--- src/rtl/slot_reel_sequencer.sv ---
// slot_reel_sequencer: spins three reels from the game FSM state, stops them
// one by one a fixed number of ticks apart, then scores the final symbols.
module slot_reel_sequencer #(
  parameter int SYMBOLS  = 10,
  parameter int STOP_GAP = 8
) (
  input  logic       clk,
  input  logic       rst,
  input  logic [1:0] state,
  input  logic       tick,
  output logic [3:0] reel0,
  output logic [3:0] reel1,
  output logic [3:0] reel2,
  output logic       spinning,
  output logic       win_flag,
  output logic       pair_flag,
  output logic       done
);

  localparam logic [2:0] S_IDLE     = 3'd0;
  localparam logic [2:0] S_SPIN     = 3'd1;
  localparam logic [2:0] S_STOPPING = 3'd2;
  localparam logic [2:0] S_EVAL     = 3'd3;
  localparam logic [2:0] S_DONE     = 3'd4;

  localparam logic [1:0] G_SET  = 2'b00;
  localparam logic [1:0] G_RUN  = 2'b01;
  localparam logic [1:0] G_STOP = 2'b10;

  localparam logic [4:0] L_SYM      = 5'(SYMBOLS);
  localparam logic [7:0] L_GAP_LAST = 8'(STOP_GAP - 1);

  logic [2:0]      r_st;
  logic [2:0]      w_st_n;
  logic [2:0]      r_mask;
  logic [2:0]      w_mask_n;
  logic [7:0]      r_gap;
  logic [7:0]      w_gap_n;
  logic [2:0]      w_adv;
  logic [2:0][3:0] r_reel;
  logic            r_spin;
  logic            r_win;
  logic            r_pair;
  logic            r_done;
  logic            w_e01;
  logic            w_e12;
  logic            w_e02;
  logic            w_clr;

  function automatic logic [3:0] f_step(
    input logic [3:0] v,
    input logic [4:0] step
  );
    logic [4:0] s;
    s = {1'b0, v} + step;
    if (s >= L_SYM) s = s - L_SYM;
    return s[3:0];
  endfunction

  assign w_e01 = (r_reel[0] == r_reel[1]);
  assign w_e12 = (r_reel[1] == r_reel[2]);
  assign w_e02 = (r_reel[0] == r_reel[2]);
  assign w_clr = (r_st == S_DONE) &&
                 ((state == G_SET) || (state == G_RUN));

  always_comb begin
    w_st_n   = r_st;
    w_mask_n = r_mask;
    w_gap_n  = r_gap;
    w_adv    = 3'b000;
    case (r_st)
      S_IDLE: begin
        if (state == G_RUN) begin
          w_st_n   = S_SPIN;
          w_mask_n = 3'b111;
        end
      end
      S_SPIN: begin
        if (state == G_SET) begin
          w_st_n   = S_IDLE;
          w_mask_n = 3'b000;
        end else begin
          // a tick on the STOP edge still moves every reel
          if (tick) w_adv = r_mask;
          if (state == G_STOP) begin
            w_st_n   = S_STOPPING;
            w_mask_n = r_mask & 3'b110;
            w_gap_n  = 8'd0;
          end
        end
      end
      S_STOPPING: begin
        if (state == G_SET) begin
          w_st_n   = S_IDLE;
          w_mask_n = 3'b000;
        end else if (r_mask == 3'b000) begin
          w_st_n = S_EVAL;
        end else if (tick) begin
          if (r_gap == L_GAP_LAST) begin
            w_gap_n  = 8'd0;
            w_mask_n = r_mask[1] ? (r_mask & 3'b101) : 3'b000;
          end else begin
            w_gap_n = r_gap + 8'd1;
          end
          // the reel frozen on this tick must not move
          w_adv = w_mask_n;
        end
      end
      S_EVAL: begin
        w_st_n = S_DONE;
      end
      S_DONE: begin
        if (state == G_SET) begin
          w_st_n = S_IDLE;
        end else if (state == G_RUN) begin
          w_st_n   = S_SPIN;
          w_mask_n = 3'b111;
        end
      end
      default: begin
        w_st_n   = S_IDLE;
        w_mask_n = 3'b000;
      end
    endcase
  end

  always_ff @(posedge clk or posedge rst) begin
    if (rst) begin
      r_st   <= S_IDLE;
      r_mask <= 3'b000;
      r_gap  <= 8'd0;
      r_reel <= '0;
      r_spin <= 1'b0;
      r_win  <= 1'b0;
      r_pair <= 1'b0;
      r_done <= 1'b0;
    end else begin
      r_st   <= w_st_n;
      r_mask <= w_mask_n;
      r_gap  <= w_gap_n;
      r_spin <= |w_mask_n;
      for (int k = 0; k < 3; k++) begin
        if (w_adv[k]) r_reel[k] <= f_step(r_reel[k], 5'(k + 1));
      end
      if (r_st == S_EVAL) begin
        r_win  <= w_e01 & w_e12;
        r_pair <= (w_e01 ^ w_e12 ^ w_e02) & ~(w_e01 & w_e12);
        r_done <= 1'b1;
      end else if (w_clr) begin
        r_win  <= 1'b0;
        r_pair <= 1'b0;
        r_done <= 1'b0;
      end
    end
  end

  assign reel0     = r_reel[0];
  assign reel1     = r_reel[1];
  assign reel2     = r_reel[2];
  assign spinning  = r_spin;
  assign win_flag  = r_win;
  assign pair_flag = r_pair;
  assign done      = r_done;

endmodule

--- config.mk ---
export PLATFORM = sky130hd
export DESIGN_NAME = slot_reel_sequencer
export DESIGN_NICKNAME = d
export VERILOG_FILES = /design/src/rtl/slot_reel_sequencer.sv
export SDC_FILE = /design/constraint.sdc
export NUM_CORES = 1
export LEC_CHECK = 0
export ABC_AREA = 1
export CORE_ASPECT_RATIO = 1.2
export CORE_MARGIN = 3
export CORE_UTILIZATION = 35
export CTS_CLUSTER_SIZE = 30
export DETAILED_ROUTE_END_ITERATION = 12
export PLACE_DENSITY_LB_ADDON = 0.05
export SLEW_MARGIN = 20
export SYNTH_ARGS = -nofsm -noshare
export SYNTH_HDL_FRONTEND = slang
export SYNTH_SLANG_ARGS = --single-unit
--- constraint.sdc ---
create_clock -name clk -period 3.55 [get_ports clk]
set_input_delay 0.5325 -clock clk [delete_from_list [all_inputs] [get_ports clk]]
set_output_delay 0.5325 -clock clk [all_outputs]
set_load 0.01 [all_outputs]
-- After elaboration in Yosys (flattened, before gate mapping)
Index checks and enable logic that the tools add are counted.
- flip-flop bits (word level): 30
- input bits: 5
- logic and storage cells: 89
- $add $sub $neg: 7
- order comparisons: 3
- equal/unequal tests: 17
- mux-type cells: 37
- bitwise gates (word level): 5
- reductions and logical operators: 10
- operators by type and width (cell ; number):
    $mux 3 ; 19
    $mux 8 ; 6
    $pmux 3 s5 ; 2
    $pmux 8 s2 ; 1
    $ge 5x4->1 const B ; 3
    $eq 4x4->1 ; 3
    $mux 4 ; 3
    $sub 4x4->4 const B ; 3
    $add 4x2->5 const B ; 2
    $ne 2x2->1 const B ; 5
    $add 8x1->8 const B ; 1
    $eq 8x3->1 const B ; 1
    $eq 3x2->1 const B ; 2
    $logic_not 3->1 ; 2
    $ne 3x3->1 const B ; 2
    $pmux 3 s2 ; 1
    $reduce_and 6->1 ; 1
    $add 4x1->5 const B ; 1
    $mux 1 ; 5
    $reduce_bool 2->1 ; 2
    $eq 3x1->1 const B ; 1
    $eq 3x3->1 const B ; 1
    $reduce_or 3->1 ; 1
    $and 1x1->1 ; 2
    8 further kinds ; 9

-- Logic depth before layout (Yosys ltp)
Gate-level depths: netlist of the first run.
- word-level depth: 7
- depth in mapped cells: 13

-- Least setup slack after synthesis of the first run
No wires, ideal clock.
- kind: register to register
- start point: register r_reel (netlist bit reel0[0])
- end point: register r_reel (netlist bit reel0[1])
- setup time: 117 ps
- arrival time: 1574 ps
- required time: 3433 ps
- slack: 1858 ps
- cell stages (with the launch flop): 13
- cell sequence: dfrtp_1 -> ha_1 -> nand2_1 -> inv_1 -> nor2_1 -> inv_1 -> ha_1 -> o21ai_0 -> nand2_1 -> nand2_1 -> nand2_1 -> nand3_1 -> nand2_1
- cells in the longest elaborated chain, start to end: 3
- elaborated cells between the ends (all ways): 4
- those cells by class: 2 x add/sub; 1 x order compare; 1 x mux
- RTL lines (item ; line ; text):
    start, declared ; 40 ; logic [2:0][3:0] r_reel;
    start signal, assigned by index ; 143 ; if (w_adv[k]) r_reel[k] <= f_step(r_reel[k], 5'(k + 1));
    $add 4x1->5 (*) ; 55 ; s = {1'b0, v} + step;
    $sub 4x4->4 / $ge 5x4->1 (equally long branches) ; 56 ; if (s >= L_SYM) s = s - L_SYM;
    $mux 4 (*) ; 56 ;
Every way passes the cells marked *; elsewhere a longest branch is shown, timed or not.
A chain may end at the register's enable or synchronous reset.

-- Worst setup path after layout of the first run
- start point: input state[1]
- end point: register r_gap[0]
- cells in the longest elaborated chain, start to end: 3
- elaborated cells between the ends (all ways): 6
- those cells by class: 4 x eq/ne; 2 x reduce/logical
- RTL lines (item ; line ; text):
    start, declared ; 9 ; input logic [1:0] state,
    $eq 2x2->1 / $logic_not 2->1 (equally long branches) ; 85, 79, 93 ;
    $ne 2x2->1 (no source line) ; -- ;
    $reduce_and 6->1 (no source line) (*) ; -- ;
    end signal, assigned ; 140 ; r_gap <= w_gap_n;
    end, declared ; 37 ; logic [7:0] r_gap;
Marks and branches as above.

==> results.toml, run 1 <==
[place]
dpl-instance-area_mm2 = 0.00226
dp_hpwl_um = 3330
gp_congestion = 0.782
dp_slack_ps = 1280
port_buffers = 19

[sta]
finalSetupTns_ps = 0
fin_skew_ps = 2.97
setup_viol = 0
period_share_pct = 55.5
period_minus_slack_ps = 1970
worst_slack_ps = 1580
max_freq_mhz = 507
rsz0062_at_grt = "false"
finalMaxSlewViolations = 0
hold_violations = 0

[floorplanning]
io_pins = 21
die_w_um = 75.3
core-area_mm2 = 0.00544
die_y_um = 89.2
dieArea_mm2 = 0.00671
start_util_pct = 37.1
fp-row-count = 29

[power_and_ir_drop]
swShare_pct = 45.9
clkPwrFrac_pct = 13.3
comb_power_share_pct = 54.4
p_sw_uw = 906
power_per_cell_area_mw_per_mm2 = 843
p_leak_uw = 0.00121
finalPower_uw = 1980
internal_power_uw = 1070
p_seq_share_pct = 32.3
vdd_drop_max_v = 0.000314

[synth]
syn_area_mm2 = 0.00202
synth_fp_nets = 298
syn_area_per_cell_um2 = 7.13
syn_inst = 283
synth_fa_ha_area_share_pct = 6.20
yosysWarnings = 0
synth_seq_area_share_pct = 36.0
yosys.area_share.xor_xnor_pct = 6.08
synth_mux_area_share_pct = 0
synth_compound_area_share_pct = 8.93
synth_top_family_by_area = "simple AND/OR/NAND/NOR gates"
synth_seq_cells = 29
synth_simple_gate_area_share_pct = 32.9
ys_types = 33

[job]
maxCapViolCount = 0

[final_layout]
final_common_cell = "nand2_1"
fin_nets = 321
mostFrequentLayoutCells = "nand2_1, inv_1, dfrtp_1"
diodes = 0
finalInstanceArea_mm2 = 0.00234
areaGrowthSynthToFinish_pct = 16.2
drive_above_1_share_pct = 6.84

[drt]
wirelength_um = 4360
viasPerCell = 4.79
drcViolationCount = 0
ant_nets = 0
wl_per_cell_um = 11.8
dr_total_vias = 1767
drt-initial-drc-count = 88
firstDrtPassIters = 4

[cts]
clock_path_buffers = 2
cts_buffers = 5
ctsRootBufferMaster = "clkbuf_8"
cts_tree = "done"
htree_levels = 2
insertion_delay_ps = 280
cts_resized = 0
clk_pin_slew_ps = 60
cts.sinks = 29
cts_setup_buffers = 0
holdBufCountCts = 0

[setup_path]
cp-start-kind = "input pin"
critPathKind = "input pin to register"
cp.arrival_ps = 2140
critPathCaptureType = "register"
path_max_fanout = 12
cp.required_ps = 3710

[global_route]
track_usage_pct = 14.7
grt_max_degree = 30
grt_pass1_wl_um = 7620
overflow = 0
antenna_found_initial = 0
grt_pass1_vias = 1696

[status]
status = "finished clean"

[worst_hold_path]
hp-class = "register to register"
==> worst paths after layout <==
| check | from | to | slack, ps | depth (start not counted) |
|---|---|---|---|---|
| min in group asynchronous | rst | reel0[1] | 620 | 3 |
| setup / recovery | state[1] | r_gap[0] | 1580 | 9 |
| hold reg to reg | done | done | 470 | 2 |
| max in group asynchronous | rst | r_mask[2] | 2650 | 3 |
| hold / removal | done | done | 470 | 2 |
| setup reg to reg | reel0[0] | reel0[1] | 1700 | 12 |
==> layout make-up <==
type                       count  area [µm²]
fill                         586        3100
multi-input combinational    206        1090
sequential                    29         726
timing repair buffer          20         198
inverter                      44         165
tap                           62        77.6
clock buffer                   6        72.6
clock inverter                 2        10.0
==> cells by family after synthesis <==
group	Yosys count
AO/OA/AOI/OAI	28
XOR/XNOR	14
adder cells (fa/ha/maj)	10
buffers and inverters	48
flip-flops	29
other	1
AND/OR/NAND/NOR	153
==> Yosys cell counts, drive strengths merged <==
library cell  instances  area share (%)
a21oi                 5             1.2
o22ai                 1            0.31
o211ai                2            0.74
nor2                 30             6.2
nand2                95              18
dfrtp                29              36
o21ai                14             3.5
inv                  43             8.0
nor3                  4            0.99
clkbuf                1            0.25
xor2                 10             4.3
o31ai                 2            0.99
clkinv                1            0.19
a2111oi               2            0.87
conb                  1            0.19
buf                   3             1.3
o21bai                1            0.93
nand3                20             5.8
ha                   10             6.2
o21a                  1            0.37
nand3b                3             1.1
xnor2                 4             1.7
nand4                 1            0.31
==> routing by layer <==
layer / GRT usage (%) / share of wire, %
met3: 3.49 / 3.2
met2: 25.3 / 48
met1: 18.0 / 47
met5: 0 / 0
met4: 4.77 / 1.6
==> power by group through the flow <==
stage          combinational (µW)  sequential [µW]  clock (µW)
2_1_floorplan                 796              617           0
4_1_cts                      1100              642         270
5_1_grt                      1250              667         287
3_5_place_dp                 1090              645           0
6_report                     1080              638         263
3_3_place_gp                 1090              649           0
==> flip-flops by register name, indices dropped and copies added (netlist names) <==
name / count
r_gap: 8
reel0: 4
reel2: 4
r_mask: 3
r_st: 3
reel1: 3
done: 1
pair_flag: 1
spinning: 1
win_flag: 1
==> critical path, cell delays in order <==
cell and delay [ps]:
clkdlybuf4s50_1 460, nor2_1 360, nor2_4 100, nand2_4 100, nand2_2 50, nand2_2 180
clkinv_1 180, nand3_1 100, o21ai_0 70
==> stage by stage <==
step	std cells	hold slack (ps)	utilization [%]
detailed placement	361	466	41.5
global placement	361	460	41.5
CTS	369	482	43.1
finish	369	474	43.1
floorplan	283	470	-
global route	369	511	43.1
Power figures use the tool's default switching activity.
==> run 2, diff against run 1 <==
==> constraint.sdc (replaced) <==
create_clock -name clk -period 1.7 [get_ports clk]
set_input_delay 0.255 -clock clk [delete_from_list [all_inputs] [get_ports clk]]
set_output_delay 0.255 -clock clk [all_outputs]
set_load 0.01 [all_outputs]
==> run 2 against run 1 <==
Via count grew 10%. Critical path depth shrank 7. Power rose to 2.6 times the previous value. Largest cell class unchanged.
==> results.toml, run 2 (synthesis results as in run 1) <==
[status]
status = "finished clean"

[setup_path]
path_max_fanout = 4
critPathCaptureType = "primary output"
cp.buffers_inverters = 2
cp.required_ps = 1440
cp.arrival_ps = 1430
critPathKind = "register to primary output"
cp-start-kind = "register"
slowest_stage = "clkdlybuf4s50_1"
slowest_delay_ps = 540
cp_cell_sequence = "buf_4 > clkdlybuf4s50_1"
cp_top_family = "buffers and inverters"

[final_layout]
finalNonFillerCells = 417
mostFrequentLayoutCells = "nand2_1, buf_4, inv_1"
nFillCells = 534
drive_above_1_share_pct = 27.0
regMostFlops = "r_gap"
postLayoutCoreUtil_pct = 52.5
fin_nets = 369
largest_register_ffs = 8
diodes = 0
areaGrowthSynthToFinish_pct = 41.7
final_common_cell = "nand2_1"

[floorplanning]
die_w_um = 75.3
die_y_um = 89.2
dieArea_mm2 = 0.00671
core-area_mm2 = 0.00544
start_util_pct = 37.1
io_pins = 21
fp-row-count = 29

[sta]
hold_violations = 0
fin_skew_ps = 9.65
setup_viol = 0
max_freq_mhz = 592
period_share_pct = 99.3
holdWs_ps = 339
finalMaxSlewViolations = 0
period_minus_slack_ps = 1690
rsz0062_at_grt = "true"

[global_route]
track_usage_pct = 16.2
grt_pass1_wl_um = 8270
grt_pass1_vias = 1862
grt_max_degree = 30
overflow = 0
antenna_found_initial = 0

[power_and_ir_drop]
comb_power_share_pct = 65.5
clkPwrFrac_pct = 10.7
power_per_cell_area_mw_per_mm2 = 1830
internal_power_uw = 2970
p_seq_share_pct = 23.8
vdd_drop_max_v = 0.000860
p_sw_uw = 2260
p_leak_uw = 0.00147
swShare_pct = 43.2

[job]
maxCapViolCount = 0

[cts]
insertion_delay_ps = 290
cts_tree = "done"
clk_pin_slew_ps = 70
ctsRootBufferMaster = "clkbuf_8"
cts_buffers = 5
clock_path_buffers = 2
htree_levels = 2
holdBufCountCts = 0
cts.sinks = 29

[place]
port_buffers = 19
dpl.cell_count = 403
gp_congestion = 0.847
dp_hpwl_um = 3640

[drt]
drt-initial-drc-count = 70
wirelength_um = 4980
viasPerCell = 4.68
wl_per_cell_um = 11.9
dr_total_vias = 1951
firstDrtPassIters = 4
drcViolationCount = 0
ant_nets = 0

[worst_hold_path]
hp-class = "input pin to asynchronous set/reset pin"
run 2: cell types whose count changed in the layout (fill, tap and decap cells not counted), moves of 3 or more:
cell and change:
ha_1 -5, dfrtp_1 -5, inv_2 +5, dfrtp_2 +5
buf_4 +43, buf_6 +5, nand2_2 +4, nand2_1 -4
ha_4 +3, inv_1 -5
run 2: layout make-up:
| class | count | area (µm²) | share of cell area, % |
|---|---|---|---|
| clock buffer | 6 | 72.6 | 2.54 |
| clock inverter | 2 | 10.0 | 0.350 |
| inverter | 44 | 165 | 5.78 |
| multi-input combinational | 206 | 1220 | 42.8 |
| sequential | 29 | 732 | 25.6 |
| tap | 62 | 77.6 | 2.71 |
| timing repair buffer | 68 | 579 | 20.3 |
run 2: metal layers:
layer	vias to the layer above	share of wire, %	global-route usage [%]
met4	0	2.2	7.00
met1	894	45	19.7
met2	27	50	27.7
li1	1021	-	-
met5	-	0	0
met3	9	2.1	2.70
run 2: power by group through the flow:
| stage | combinational (µW) | clock [µW] | sequential, µW |
|---|---|---|---|
| detailed placement | 2970 | 0 | 1220 |
| global route | 3850 | 621 | 1290 |
| floorplan | 1660 | 0 | 1290 |
| finish | 3430 | 561 | 1250 |
| CTS | 3070 | 581 | 1210 |
| global placement | 2960 | 0 | 1220 |
run 2: through the flow:
stage	power (µW)	area (µm²)	setup slack, ps	TNS [ps]
after global placement	4180	2580	-134	-265
final	5230	2860	11.9	0
after CTS	4860	2690	0.731	0
after detailed placement	4180	2580	-139	-388
after floorplan	2950	2020	8.19	0
after global routing	5760	2860	-47.8	-148
run 2: repair_timing:
item / CTS / global route
resized for setup: 5 / 37
pin swaps: 0 / 5
buffers inserted: 2 / 4
endpoints found under the setup margin: 4 / 12
run 2: path summary, 6_finish.rpt:
kind                       cells after the start  slack [ps]  startpoint   endpoint
setup / recovery                               2          10    reel0[0]   reel0[0]
hold reg to reg                                2         480        done       done
min in group clk                               2         480        done       done
max in group asynchronous                      3        1050         rst   reel2[2]
hold / removal                                 3         340         rst   r_gap[1]
setup reg to reg                               7          60    reel0[0]  pair_flag
run 2: worst register-to-register path: stages, from the launching register on:
cell and delay (ps):
dfrtp_1 440, buf_6 150, a2111oi_4 330, buf_4 160
ha_1 230, xnor2_1 170, nand2_1 70, nand2_1 50
==> run 3, diff against run 2 <==
--- a/config.mk
+++ b/config.mk
@@ -8,7 +8,7 @@
 export ABC_AREA = 1
 export CORE_ASPECT_RATIO = 1.2
 export CORE_MARGIN = 3
-export CORE_UTILIZATION = 35
+export CORE_UTILIZATION = 51
 export CTS_CLUSTER_SIZE = 30
 export DETAILED_ROUTE_END_ITERATION = 12
 export PLACE_DENSITY_LB_ADDON = 0.05
==> run 3 against run 2 <==
Sequential power is 3% lower. Largest power group unchanged. Sequential share of layout area is 1.7 points higher. Final cell count is 5.5% lower. Critical path type is now register to register. First-iteration DRC count is 51% higher. Non-clock buffer count is 12 lower. Worst hold slack better by 3.6 ps. Critical path depth is 7 higher. Wire length is 13% lower.
==> results.toml, run 3 (synthesis results as in run 1) <==
[final_layout]
nFillCells = 350
finalInstanceArea_mm2 = 0.00268
finalNonFillerCells = 394
postLayoutCoreUtil_pct = 71.8
regMostFlops = "r_gap"
final_common_cell = "nand2_1"
diodes = 0
fin_nets = 357
multi_input_area_mm2 = 0.00115
regArea_um2 = 729
drive_above_1_share_pct = 21.1
areaGrowthSynthToFinish_pct = 32.6
mostFrequentLayoutCells = "nand2_1, inv_1, buf_4"
largest_register_ffs = 8

[cts]
cts_tree = "done"
cts_buffers = 5
clk_pin_slew_ps = 60
ctsRootBufferMaster = "clkbuf_8"
htree_levels = 2
clock_path_buffers = 2
cts.sinks = 29
insertion_delay_ps = 280

[global_route]
grt_pass1_wl_um = 7270
grt_pass1_vias = 1726
grt_max_degree = 30
antenna_found_initial = 0
track_usage_pct = 19.7
overflow = 0

[drt]
dr_total_vias = 1894
wl_per_cell_um = 11.0
ant_nets = 0
drcViolationCount = 0
firstDrtPassIters = 4
viasPerCell = 4.81
wirelength_um = 4350
drt-initial-drc-count = 106

[sta]
hold_violations = 0
period_share_pct = 97.2
rsz0062_at_grt = "true"
fin_skew_ps = 3.67
finalMaxSlewViolations = 0
setup_viol = 0
period_minus_slack_ps = 1650
max_freq_mhz = 605

[power_and_ir_drop]
clkPwrFrac_pct = 11.9
swShare_pct = 42.3
p_leak_uw = 0.00139
internal_power_uw = 2760
power_per_cell_area_mw_per_mm2 = 1790
finalPower_uw = 4780
p_seq_share_pct = 25.3
comb_power_share_pct = 62.8
p_sw_uw = 2030
vdd_drop_max_v = 0.00116

[floorplanning]
die_w_um = 63.4
start_util_pct = 54.2
core-area_mm2 = 0.00372
die_y_um = 74.9
io_pins = 21
dieArea_mm2 = 0.00475
fp-row-count = 24

[worst_hold_path]
hp-class = "input pin to asynchronous set/reset pin"

[place]
dpl-instance-area_mm2 = 0.00247
dpl.cell_count = 381
dp_hpwl_um = 3300
gp_congestion = 0.847
port_buffers = 19

[job]
maxCapViolCount = 0

[setup_path]
path_max_fanout = 4
path_common_cell = "nand2_1"
ff2ff_setup_slack_ps = 50
cp.arrival_ps = 1870
critPathCaptureType = "register"
cp-start-kind = "register"
r2r-end = "pair_flag"
cp_top_family = "flip-flops"
cp.buffers_inverters = 2
critPathKind = "register to register"
cp.required_ps = 1920
cp_cell_sequence = "buf_6 > nand2_1 > o211ai_1 > a2111oi_2 > buf_4 > ha_1 > xnor2_1 > nand2_1 > nand2_1"
reg2regPathDepth = 9
slowest_delay_ps = 420
reg2reg_from = "reel0[1]"
slowest_stage = "dfrtp_1"

[status]
status = "finished clean"
run 3: power by group through the flow:
stage / registers (µW) / logic (µW) / clock network [µW]
3_3_place_gp: 1220 / 2700 / 0
5_1_grt: 1250 / 3390 / 624
4_1_cts: 1210 / 2850 / 589
2_1_floorplan: 1290 / 1660 / 0
3_5_place_dp: 1220 / 2730 / 0
6_report: 1210 / 3000 / 571
run 3: timing repair:
action / CTS / global route
pin swaps: 0 / 1
hold buffers: 0 / 0
setup endpoints to repair: 3 / 10
resized for setup: 6 / 16
endpoints found under the hold margin: 0 / 0
setup buffers: 1 / 5
run 3: routing by layer:
layer  track usage, %  vias up  wire length [µm]
met1             22.5      869              1900
li1                 -      998                 -
met3             5.07        6               106
met4             7.19        0                71
met5                0        -                 0
met2             36.1       21              2270
run 3: worst max-delay path by stage:
stage | from | to | slack [ps] | cells after the start
after CTS | reel2[0] | reel2[2] | -20 | 11
after floorplan | reel0[0] | reel0[1] | 8 | 12
after global routing | reel0[1] | pair_flag | -90 | 9
after global placement | reel0[1] | pair_flag | -100 | 9
final | reel0[1] | pair_flag | 50 | 9
after detailed placement | reel0[1] | pair_flag | -120 | 9
run 3: worst reg2reg max path, cell delays in order, from the launching register on:
cell	delay, ps
dfrtp_1	420
buf_6	130
nand2_1	50
o211ai_1	90
a2111oi_2	230
buf_4	170
ha_1	230
xnor2_1	160
nand2_1	60
nand2_1	50
run 3: layout make-up:
cell class / count / share of cell area [%]
Timing Repair Buffer: 56 / 17.7
Multi-Input combinational cell: 206 / 43.2
Tap cell: 52 / 2.43
Clock buffer: 7 / 3.23
Inverter: 44 / 6.17
Sequential cell: 29 / 27.3
run 3: metrics by stage:
step | setup slack (ps) | setup TNS [ps] | hold slack (ps)
finish | 47.3 | 0 | 343
global route | -93.6 | -244 | 370
CTS | -16.5 | -33.0 | 354
detailed placement | -121 | -288 | 466
global placement | -99.1 | -180 | 461
floorplan | 8.19 | 0 | 333
